--- config.mk ---
export PLATFORM = sky130hd
export DESIGN_NAME = cpu_ctrl_fsm
export DESIGN_NICKNAME = d
export VERILOG_FILES = /design/src/rtl/cpu_ctrl_fsm.sv
export SDC_FILE = /design/constraint.sdc
export NUM_CORES = 1
export LEC_CHECK = 0
export ABC_AREA = 1
export CORE_ASPECT_RATIO = 2
export CORE_MARGIN = 5
export CORE_UTILIZATION = 45
export DETAILED_ROUTE_END_ITERATION = 16
export GPL_ROUTABILITY_DRIVEN = 0
export PLACE_DENSITY = 0.74
export RECOVER_POWER = 25
export SYNTH_ARGS = -nofsm -noshare
export SYNTH_HDL_FRONTEND = slang
export SYNTH_SLANG_ARGS = --single-unit
--- constraint.sdc ---
create_clock -name CLK -period 3.3 [get_ports CLK]
set_clock_uncertainty 0.05 [all_clocks]
set_input_delay 0.66 -clock CLK [delete_from_list [all_inputs] [get_ports CLK]]
set_output_delay 0.66 -clock CLK [all_outputs]
set_load 0.02 [all_outputs]
--- src/rtl/cpu_ctrl_fsm.sv ---
// Multi-cycle NotRISC control unit: fetch/decode/execute sequencing with data-memory wait states.
// Optional conditional relative branch (JPZ) is built only when CU_JPZ_EN is defined.
module cpu_ctrl_fsm #(
  parameter int unsigned IW  = 16,
  parameter int unsigned OPW = 4,
  parameter int unsigned RAW = 4,
  parameter int unsigned DAW = 8,
  parameter int unsigned ASW = 3
) (
  input  logic           CLK,
  input  logic           RESET_N,
  input  logic [IW-1:0]  INSTR,
  input  logic           MEM_RDY,
  input  logic           RF_RA_ZERO,
  output logic           PC_CLR,
  output logic           PC_LD,
  output logic           PC_INC,
  output logic [DAW-1:0] PC_OFFSET,
  output logic [DAW-1:0] D_ADDR,
  output logic           D_RD,
  output logic           D_WR,
  output logic           RF_S,
  output logic           RF_W_EN,
  output logic [RAW-1:0] RF_RA_ADDR,
  output logic [RAW-1:0] RF_RB_ADDR,
  output logic [RAW-1:0] RF_W_ADDR,
  output logic [ASW-1:0] ALU_S,
  output logic           HALTED
);

  if ((OPW + DAW + RAW > IW) || (OPW + 3 * RAW > IW)) begin : g_bad_widths
    $error("cpu_ctrl_fsm: instruction fields do not fit in IW");
  end

  localparam logic [OPW-1:0] OP_LOAD  = OPW'(1);
  localparam logic [OPW-1:0] OP_STORE = OPW'(2);
  localparam logic [OPW-1:0] OP_ADD   = OPW'(3);
  localparam logic [OPW-1:0] OP_SUB   = OPW'(4);
  localparam logic [OPW-1:0] OP_AND   = OPW'(5);
  localparam logic [OPW-1:0] OP_OR    = OPW'(6);
`ifdef CU_JPZ_EN
  localparam logic [OPW-1:0] OP_JPZ   = OPW'(7);
`endif
  localparam logic [OPW-1:0] OP_HALT  = '1;

  typedef enum logic [3:0] {
    S_INIT,
    S_FETCH,
    S_DECODE,
    S_LOAD_A,
    S_LOAD_B,
    S_STORE,
    S_ALU,
    S_HALT
`ifdef CU_JPZ_EN
    , S_JUMP
`endif
  } state_e;

  state_e         state_q, state_d;
  logic [IW-1:0]  ir_q, ir_d;
  logic           armed_q, armed_d;

  logic           pc_clr_q, pc_clr_d;
  logic           pc_inc_q, pc_inc_d;
  logic [DAW-1:0] d_addr_q, d_addr_d;
  logic           d_rd_q, d_rd_d;
  logic           d_wr_q, d_wr_d;
  logic           rf_s_q, rf_s_d;
  logic           rf_w_en_q, rf_w_en_d;
  logic [RAW-1:0] ra_q, ra_d;
  logic [RAW-1:0] rb_q, rb_d;
  logic [RAW-1:0] wa_q, wa_d;
  logic [ASW-1:0] alu_s_q, alu_s_d;
  logic           halted_q, halted_d;
`ifdef CU_JPZ_EN
  logic           jump_q, jump_d;
  logic [DAW-1:0] pc_off_q, pc_off_d;
`endif

  logic [OPW-1:0] op_q, op_d;
  logic [RAW-1:0] ra_f, rb_f, lo_f;
  logic [DAW-1:0] addr_f;

  function automatic logic [ASW-1:0] alu_sel(input logic [OPW-1:0] op);
    case (op)
      OP_ADD:  return ASW'(1);
      OP_SUB:  return ASW'(2);
      OP_AND:  return ASW'(3);
      OP_OR:   return ASW'(4);
      default: return '0;
    endcase
  endfunction

  assign op_q = ir_q[IW-1 -: OPW];

  // armed_q delays the INIT->FETCH step by one edge after reset release
  always_comb begin
    armed_d = 1'b1;
    ir_d    = (state_q == S_FETCH) ? INSTR : ir_q;
    state_d = state_q;
    case (state_q)
      S_INIT:   state_d = armed_q ? S_FETCH : S_INIT;
      S_FETCH:  state_d = S_DECODE;
      S_DECODE: begin
        if (op_q == OP_HALT) begin
          state_d = S_HALT;
        end else begin
          case (op_q)
            OP_LOAD:                       state_d = S_LOAD_A;
            OP_STORE:                      state_d = S_STORE;
            OP_ADD, OP_SUB, OP_AND, OP_OR: state_d = S_ALU;
`ifdef CU_JPZ_EN
            OP_JPZ:                        state_d = S_JUMP;
`endif
            default:                       state_d = S_FETCH;
          endcase
        end
      end
      S_LOAD_A: state_d = MEM_RDY ? S_LOAD_B : S_LOAD_A;
      S_LOAD_B: state_d = S_FETCH;
      S_STORE:  state_d = MEM_RDY ? S_FETCH : S_STORE;
      S_ALU:    state_d = S_FETCH;
`ifdef CU_JPZ_EN
      S_JUMP:   state_d = S_FETCH;
`endif
      S_HALT:   state_d = S_HALT;
      default:  state_d = S_INIT;
    endcase
  end

  // Outputs are decoded from the next state and next IR so the registered
  // copies line up with the state they belong to.
  assign op_d   = ir_d[IW-1 -: OPW];
  assign ra_f   = ir_d[IW-OPW-1 -: RAW];
  assign rb_f   = ir_d[IW-OPW-RAW-1 -: RAW];
  assign lo_f   = ir_d[RAW-1:0];
  assign addr_f = ir_d[RAW +: DAW];

  always_comb begin
    pc_clr_d  = 1'b0;
    pc_inc_d  = 1'b0;
    d_addr_d  = '0;
    d_rd_d    = 1'b0;
    d_wr_d    = 1'b0;
    rf_s_d    = 1'b0;
    rf_w_en_d = 1'b0;
    ra_d      = '0;
    rb_d      = '0;
    wa_d      = '0;
    alu_s_d   = '0;
    halted_d  = 1'b0;
`ifdef CU_JPZ_EN
    jump_d    = 1'b0;
    pc_off_d  = '0;
`endif
    case (state_d)
      S_INIT:   pc_clr_d = 1'b1;
      S_FETCH:  pc_inc_d = 1'b1;
      S_DECODE: begin
        ra_d = ra_f;
        rb_d = rb_f;
      end
      S_LOAD_A: begin
        d_rd_d   = 1'b1;
        d_addr_d = addr_f;
      end
      S_LOAD_B: begin
        rf_s_d    = 1'b1;
        rf_w_en_d = 1'b1;
        wa_d      = lo_f;
      end
      S_STORE: begin
        d_wr_d   = 1'b1;
        d_addr_d = addr_f;
        ra_d     = lo_f;
      end
      S_ALU: begin
        rf_w_en_d = 1'b1;
        wa_d      = lo_f;
        alu_s_d   = alu_sel(op_d);
      end
`ifdef CU_JPZ_EN
      S_JUMP: begin
        ra_d     = ra_f;
        pc_off_d = ir_d[DAW-1:0];
        jump_d   = 1'b1;
      end
`endif
      S_HALT:   halted_d = 1'b1;
      default:  ;
    endcase
  end

  always_ff @(posedge CLK or negedge RESET_N) begin
    if (!RESET_N) begin
      state_q   <= S_INIT;
      ir_q      <= '0;
      armed_q   <= 1'b0;
      pc_clr_q  <= 1'b1;
      pc_inc_q  <= 1'b0;
      d_addr_q  <= '0;
      d_rd_q    <= 1'b0;
      d_wr_q    <= 1'b0;
      rf_s_q    <= 1'b0;
      rf_w_en_q <= 1'b0;
      ra_q      <= '0;
      rb_q      <= '0;
      wa_q      <= '0;
      alu_s_q   <= '0;
      halted_q  <= 1'b0;
`ifdef CU_JPZ_EN
      jump_q    <= 1'b0;
      pc_off_q  <= '0;
`endif
    end else begin
      state_q   <= state_d;
      ir_q      <= ir_d;
      armed_q   <= armed_d;
      pc_clr_q  <= pc_clr_d;
      pc_inc_q  <= pc_inc_d;
      d_addr_q  <= d_addr_d;
      d_rd_q    <= d_rd_d;
      d_wr_q    <= d_wr_d;
      rf_s_q    <= rf_s_d;
      rf_w_en_q <= rf_w_en_d;
      ra_q      <= ra_d;
      rb_q      <= rb_d;
      wa_q      <= wa_d;
      alu_s_q   <= alu_s_d;
      halted_q  <= halted_d;
`ifdef CU_JPZ_EN
      jump_q    <= jump_d;
      pc_off_q  <= pc_off_d;
`endif
    end
  end

  assign PC_CLR     = pc_clr_q;
  assign PC_INC     = pc_inc_q;
  assign D_ADDR     = d_addr_q;
  assign D_RD       = d_rd_q;
  assign D_WR       = d_wr_q;
  assign RF_S       = rf_s_q;
  assign RF_W_EN    = rf_w_en_q;
  assign RF_RA_ADDR = ra_q;
  assign RF_RB_ADDR = rb_q;
  assign RF_W_ADDR  = wa_q;
  assign ALU_S      = alu_s_q;
  assign HALTED     = halted_q;

`ifdef CU_JPZ_EN
  // RF_RA_ZERO reflects ra only while JUMP drives RF_RA_ADDR, so it gates the load directly
  assign PC_LD     = jump_q & RF_RA_ZERO;
  assign PC_OFFSET = pc_off_q;
`else
  logic unused_rf_ra_zero;
  assign unused_rf_ra_zero = RF_RA_ZERO;
  assign PC_LD     = 1'b0;
  assign PC_OFFSET = '0;
`endif

endmodule

After elaboration in Yosys (flattened, before gate mapping) --
Index checks and enable logic that the tools add are counted.
Storage, ports and cells: bits in writable memories 0, memories kept 0, output and inout bits 39, bits in latches 0, bits of input ports 20, ROM bits 0, bits in registers 51
Operators by class: bitwise operators 0, add/sub/neg operators 0, reduce and logical (&&, ||, !) cells 6, magnitude comparators 0, $mul 0, equality and inequality tests 25, divide/modulo/power cells 0, shift operators 0, muxes and demuxes 20
Operators with widths (number):
- 4-bit by 3-bit == test with 1-bit output, second input constant | 14
- 4-bit by 2-bit == test with 1-bit output, second input constant | 7
- 3-bit one-hot mux with 7 select lines | 1
- 16-bit 2-to-1 mux | 1
- 4-bit by 1-bit == test with 1-bit output, second input constant | 3
- 3-bit 2-to-1 mux | 4
- 3-bit one-hot mux with 4 select lines | 1
- 3-bit one-hot mux with 3 select lines | 1
- 4-bit zero test | 2
- 1-bit 2-to-1 mux | 8
- 4-bit 2-to-1 mux | 2
- 8-bit 2-to-1 mux | 1
- 4-bit one-hot mux with 2 select lines | 1
- 2-bit OR reduction | 3
- 4-bit == test, second input constant | 1
- 4-bit OR reduction | 1

Logic depth before layout (Yosys ltp) --
Gate-level depths: netlist (run 1).
depth in word-level cells 8, depth in mapped cells 11, mapped depth without buffers 11

Worst setup path before layout (run 1) --
Ideal clock, no wire load.
path type input -> register, start input port MEM_RDY, end register d_addr_q[0] (netlist: D_ADDR[0]), slack 1.723 ns, stages 7, arrival 1.450 ns, path through nand2_1 -> inv_1 -> o21ai_0 -> a21oi_1 -> nand3_4 -> buf_6 -> a21oi_1
On the way: longest elaborated chain between the ends 5
Ends and longest elaborated chain:
- start: declaration | line 13 | input logic MEM_RDY,
- 3-bit 2-to-1 mux, on equally long branches | line 120, 122
- 3-bit one-hot mux with 7 select lines (*) | line 102 | case (state_q)
- 4-bit by 3-bit == test with 1-bit output or 4-bit by 2-bit == test with 1-bit output (tied branches) | line 157 | case (state_d)
- 2-bit OR reduction (no line) (*)
- 8-bit 2-to-1 mux (*) | line 157
- via d_addr_d[0] | line 66 | logic [DAW-1:0] d_addr_q, d_addr_d;
- end signal: assignment | line 222 | d_addr_q <= d_addr_d;
- end: declaration | line 66
Mark *: on every way through the listed nets, which the timed path passes. The rest lies on a longest branch.

Worst setup path in the final report (run 1) --
start register state_q[0], end register ra_q[2] (netlist: RF_RA_ADDR[2])
On the way: longest elaborated chain between the ends 5
Ends and longest elaborated chain:
- start: declaration | line 60 | state_e state_q, state_d;
- start signal: assignment | line 217 | state_q <= state_d;
- 4-bit by 3-bit == test with 1-bit output | line 102
- 2-bit OR reduction (no line)
- 3-bit one-hot mux with 7 select lines | line 102
- 4-bit by 3-bit == test with 1-bit output or 4-bit by 2-bit == test with 1-bit output (tied branches) | line 157
- 4-bit one-hot mux with 2 select lines (*) | line 157
- via ra_d[2] | line 71 | logic [RAW-1:0] ra_q, ra_d;
- end signal: assignment | line 227 | ra_q <= ra_d;
- end: declaration | line 71
Marks and branches as above.

==> run summary, run 1 <==
=====================================================================================
Worst setup EP type ....................................................         flop
Leak Pwr ...............................................................   0.00131 uW
Count of final hold-check violations ...................................            0
Initial antenna violation count ........................................            0
Top cell type's share of synthesized area ..............................        0.614
# clock sinks ..........................................................           50
Crit path kind ......................................................... flop to flop
Combined area of the multi-input logic cells ...........................      538 um2
Placed instance area ...................................................     2470 um2
CTS max path bufs ......................................................            2
Number of endpoints failing setup at the final stage ...................            0
Post-layout min period .................................................      2320 ps
Clock tree from TritonCTS ..............................................         done
Outcome ................................................................    completed
Number of setup buffers added after CTS ................................            0
Antenna Nets Post-Route ................................................            0
Root Buffer ............................................................     clkbuf_8
Count of filler cells inserted in the layout ...........................          396
Distinct cells, synth ..................................................           24
Final global-route overflow total ......................................            0
I/O pin cnt ............................................................           59
Post-detailed-route DRC marker count ...................................            0
Maximum fanout count along the critical path ...........................           23
Worst hold-check path type ............................................. flop to flop
Most frequent standard cell in the layout excluding fill and tap cells .      dfrtp_1
Largest net degree at the start of global routing ......................           51
Cell at the slowest stage of the critical path .........................      nand2_1
Deepest level of the CTS H-tree ........................................            2
Wire length on met3 ....................................................       176 um
Post-synth design cell area ............................................     2000 um2
Sequential cell area ...................................................     1250 um2
Routed wl met2 .........................................................      2400 um
Internal reg-to-reg setup slack ........................................       980 ps
Hold Worst Slack .......................................................       421 ps
Final Cell Area ........................................................     2580 um2
DR iter-0 viols ........................................................           22
CP Data Arrival Time ...................................................      2440 ps
Total via count after detailed routing .................................         1453
Layout Area Growth over Synthesis ......................................        29.2%
Flops & latches, synth .................................................           50
Utilization after layout ...............................................        0.594
Worst slew pin tran ....................................................      1050 ps
Commonest cells after routing, fill and taps aside ..................... dfrtp_1, clkdlybuf4s50_1, nand2_1
First-pass GRT wire length .............................................      7160 um
Mean number of vias per cell ...........................................         4.66
Final #Nets ............................................................          277
Number of inserted diodes ..............................................            0
Die Outline Area .......................................................     5950 um2
Maximum single-stage delay on the critical path ........................       590 ps
Floorplan Core Area ....................................................     4340 um2
Critical path cell sequence ............................................ inv_1 -> nor2_2 -> nand2_1 -> inv_2 -> or2_2 -> o21ai_0 -> o21ai_0
Sequential cell area fraction in the yosys report ......................        0.628
Maximum vdd ir drop ....................................................     0.638 mV
Count of port buffers added during placement ...........................           48
Power Density ..........................................................   993 nW/um2
Syn. warnings ..........................................................            0
Combined global-route utilization of all metal layers ..................        0.154
Proportion of layout cells with a drive suffix above 1 .................       0.0853
Sum of negative setup slack ............................................         0 ps
Met1 Routed Length .....................................................      1410 um
Pre-antenna DRT Iters ..................................................            4
Required time reported for the critical path endpoint ..................      3410 ps
Cells taking the most area after synthesis ............................. dfrtp_1, nand2_1, inv_1
Final Max Slew Viols ...................................................            0
Number of buffers inserted during clock tree synthesis .................            5
Number of global-route vias before repair ..............................         1590
Post-Syn Instances .....................................................          206
X dimension of the die .................................................      57.1 um
Hold_buf cts ...........................................................            0
Clock latency of the later-clocked register in the worst-skew pair .....       300 ps
CTS clock-pin slew for the worst setup and hold paths ..................        90 ps
RSZ-0062 raised after global routing ...................................        false
Post-CTS sizing ........................................................            0
Cell accounting for the most synthesized area ..........................      dfrtp_1
Most common cell type on the critical path .............................      o21ai_0
Type of origin of the critical path ....................................         flop
Highest routed metal layer .............................................         met4
Max Cap Viol ...........................................................            0
Die Y ..................................................................       104 um
Final HPWL DP ..........................................................      3100 um
Standard-cell rows .....................................................           34
Fmax achieved ..........................................................    0.431 GHz
CP bufs+invs ...........................................................            2
Initial core utilization ...............................................        0.460
Final worst path period share ..........................................        0.703
Normalized max-slew margin .............................................        0.301
Mean cell area of the mapped netlist ...................................     9.69 um2
Gate family responsible for the most delay along the worst path ........ simple AND/OR/NAND/NOR gates
Routed wire length .....................................................      4130 um
Average routed wire per standard cell ..................................      13.2 um
=====================================================================================
## registers in the layout, indices dropped and copies added, names as in the netlist, 3 cells and up
register / count
ALU_S: 3
D_ADDR: 8
RF_RA_ADDR: 4
RF_RB_ADDR: 4
RF_W_ADDR: 4
ir_q: 16
state_q: 3
## per-stage QoR
stage                     total power (uW)  worst slack (ps)  std cells
after floorplan                       1740              1720        214
after global placement                2150              1120        304
after detailed placement              2180              1100        304
after CTS                             2600              1160        312
after global routing                  2760               752        312
final                                 2560               979        312
## area by class of cell
type                       instances  share of cell area
clock buffer                       6              0.0281
clock inverter                     2              0.0146
inverter                          36              0.0524
multi-input combinational        116               0.209
sequential                        50               0.486
tap                               54              0.0262
timing repair buffer              48               0.184
## path summary, 6_finish.rpt
check / startpoint / end / cells past startpoint
hold / removal: ir_q[5] / ir_q[5] / 2
setup / recovery: state_q[0] / RF_RA_ADDR[2] / 7
max in group asynchronous: RESET_N / RF_RB_ADDR[0] / 1
setup reg to reg: state_q[0] / RF_RA_ADDR[2] / 7
min in group asynchronous: RESET_N / RF_W_ADDR[1] / 1
hold reg to reg: ir_q[5] / ir_q[5] / 2
## cell usage after synthesis
cell type  number
dfstp_2         1
nand2_2         3
nand3_2         1
or2_2           4
nand3_1         5
o21ai_0        10
buf_4           9
nor2_2          2
nor3_1          3
nand4_2         1
dfrtp_1        49
nor4_1          1
buf_2           1
nand2_1        41
inv_1          33
a21oi_1        14
conb_1          2
nor2_1         15
nor3_2          1
buf_6           2
o21ai_1         2
nand3_4         1
nand4_1         2
inv_2           3
## where the power goes
part	switching (uW)	internal, uW	leakage [uW]	total (uW)
Sequential	93.9	859	0.000644	952
Clock	193	226	0.0000514	419
Combinational	747	442	0.000614	1190
Total	1030	1530	0.00131	2560
## cells by family after synthesis
| kind of cell | synth area share |
|---|---|
| other cells | 0.00376 |
| compound gates | 0.0652 |
| flops | 0.628 |
| buf+inv | 0.115 |
| simple gates | 0.188 |
## worst register-to-register path, delay by kind of cell, from the launching register on
family | cells | cell delay (ps)
AOI/OAI and AO/OA | 2 | 320
and+or+nand+nor | 3 | 970
DFF | 1 | 460
buffers and inverters | 2 | 390
## metal layers
| metal | GRT usage | vias to the layer above |
|---|---|---|
| met5 | 0 | - |
| met3 | 0.0273 | 10 |
| met1 | 0.160 | 696 |
| met2 | 0.282 | 37 |
| li1 | - | 710 |
| met4 | 0.0796 | 0 |
(Power assumes the default switching activity.)
==> run 2, diff against run 1 <==
- CORE_UTILIZATION: 45 -> 42
- PLACE_DENSITY: 0.74 -> 0.72
- clock period: 3.3 -> 1.9 ns (I/O delays scaled with it)
==> run summary, run 2 (synthesized netlist as in run 1, its figures left out) <==
=====================================================================================
Power Density ..........................................................  1690 nW/um2
Register with the most flip-flops ......................................         ir_q
Mean number of vias per cell ...........................................         4.64
Routed wire length .....................................................      3990 um
Final global-route overflow total ......................................            0
Fmax achieved ..........................................................    0.547 GHz
Post-detailed-route DRC marker count ...................................            0
Pre-antenna DRT Iters ..................................................            4
Antenna Nets Post-Route ................................................            0
Layout Area Growth over Synthesis ......................................        30.0%
Die Outline Area .......................................................     6310 um2
Crit path kind ......................................................... flop to primary output
CTS clock-pin slew for the worst setup and hold paths ..................        90 ps
Final Cell Area ........................................................     2590 um2
Worst slew pin tran ....................................................      1600 ps
Outcome ................................................................ finished, violations left
Initial antenna violation count ........................................            0
Maximum vdd ir drop ....................................................     0.901 mV
Normalized max-slew margin .............................................      -0.0637
DR iter-0 viols ........................................................           10
Final HPWL DP ..........................................................      3120 um
Average routed wire per standard cell ..................................      12.6 um
Largest net degree at the start of global routing ......................           32
Required time reported for the critical path endpoint ..................      1470 ps
Critical register-to-register path endpoint ............................ RF_RA_ADDR[1]
Post-layout min period .................................................      1830 ps
Clock latency of the later-clocked register in the worst-skew pair .....       290 ps
Combined global-route utilization of all metal layers ..................        0.142
Final worst path period share ..........................................        0.962
Type of origin of the critical path ....................................         flop
Root Buffer ............................................................     clkbuf_8
Number of global-route vias before repair ..............................         1499
Sequential cell area ...................................................     1250 um2
Die Y ..................................................................       107 um
I/O pin cnt ............................................................           59
Most frequent standard cell in the layout excluding fill and tap cells .      dfrtp_1
Sum of negative setup slack ............................................         0 ps
Count of port buffers added during placement ...........................           48
Launch point of the worst reg-to-reg path ..............................   state_q[0]
Utilization after layout ...............................................        0.564
Gate family responsible for the most delay along the worst path ........ buffers and inverters
X dimension of the die .................................................      58.7 um
Final Max Slew Viols ...................................................           32
Final #Nets ............................................................          281
Number of buffers inserted during clock tree synthesis .................            5
Max Cap Viol ...........................................................            1
Worst slack at placement ...............................................     -7.34 ps
Worst hold-check path type ............................................. flop to flop
Worst reg-to-reg path cell count .......................................            7
Min setup slack post-route .............................................      72.7 ps
Floorplan Core Area ....................................................     4600 um2
Total via count after detailed routing .................................         1470
RSZ-0062 raised after global routing ...................................        false
Leak Pwr ...............................................................   0.00132 uW
CP Data Arrival Time ...................................................      1400 ps
Commonest cells after routing, fill and taps aside ..................... dfrtp_1, clkdlybuf4s50_1, nand2_1
Maximum fanout count along the critical path ...........................            1
Worst setup EP type .................................................... primary output
Standard-cell rows .....................................................           35
Max reg flops ..........................................................           16
CTS max path bufs ......................................................            2
Cell at the slowest stage of the critical path ......................... clkdlybuf4s50_1
CP Capture Point .......................................................       PC_CLR
Hold_buf cts ...........................................................            0
Count of filler cells inserted in the layout ...........................          437
First-pass GRT wire length .............................................      6730 um
Proportion of layout cells with a drive suffix above 1 .................        0.103
Deepest level of the CTS H-tree ........................................            2
Count of final hold-check violations ...................................            0
CP bufs+invs ...........................................................            1
Critical path cell sequence ............................................ clkdlybuf4s50_1
Initial core utilization ...............................................        0.434
Cell count along the critical path .....................................            1
Number of endpoints failing setup at the final stage ...................            0
Maximum single-stage delay on the critical path ........................       590 ps
# clock sinks ..........................................................           50
Clock tree from TritonCTS ..............................................         done
Number of inserted diodes ..............................................            0
Placed instance area ...................................................     2500 um2
Failing checks ......................................................... max-capacitance violations, max-slew violations
Internal reg-to-reg setup slack ........................................       190 ps
Critical path launch point .............................................       PC_CLR
Combined area of the multi-input logic cells ...........................      543 um2
=====================================================================================
-- run 2: cell types whose count changed in the layout (fill, tap and decap cells not counted), moves of 2 or more --
| cell | before | now |
|---|---|---|
| buf_4 | 0 | 4 |
| clkbuf_1 | 1 | 3 |
| nand2_2 | 1 | 3 |
| nand2_1 | 43 | 41 |
-- run 2: how the worst min path moves through the flow --
| stage | startpoint | end | slack [ps] | cells past startpoint |
|---|---|---|---|---|
| 6_report | ir_q[7] | ir_q[7] | 420 | 2 |
| 2_1_floorplan | RESET_N | ALU_S[0] | 30 | 0 |
| 4_1_cts | RESET_N | RF_W_ADDR[1] | 80 | 1 |
| 3_5_place_dp | RESET_N | RF_W_EN | 400 | 1 |
| 5_1_grt | ir_q[5] | ir_q[5] | 450 | 2 |
| 3_3_place_gp | RESET_N | RF_W_EN | 390 | 1 |
-- run 2: metal layers --
layer | vias to the layer above | share of wire | global-route usage
met1 | 705 | 0.36 | 0.154
met3 | 8 | 0.047 | 0.0276
met5 | - | 0 | 0
li1 | 718 | - | -
met2 | 39 | 0.56 | 0.246
met4 | 0 | 0.033 | 0.0827
-- run 2: per-stage QoR --
stage	hold slack (ps)	cells	total power (uW)
global route	447	317	4740
finish	424	317	4380
floorplan	34.4	214	3020
CTS	80.1	317	4440
global placement	392	309	3770
detailed placement	403	309	3810
-- run 2: cell type report --
class                           instances  area share
Sequential cell                        50       0.483
Multi-Input combinational cell        116       0.209
Timing Repair Buffer                   52       0.194
Inverter                               36      0.0521
Clock buffer                            8      0.0347
Tap cell                               55      0.0265
-- run 2: report_power, final --
part	switching [uW]	internal [uW]
logic	1290	810
registers	168	1490
clock network	321	297
total	1780	2600
-- run 2: timing repair --
action	CTS	global route
gates resized for setup	0	1
buffers inserted	0	0
setup endpoints to repair	0	1
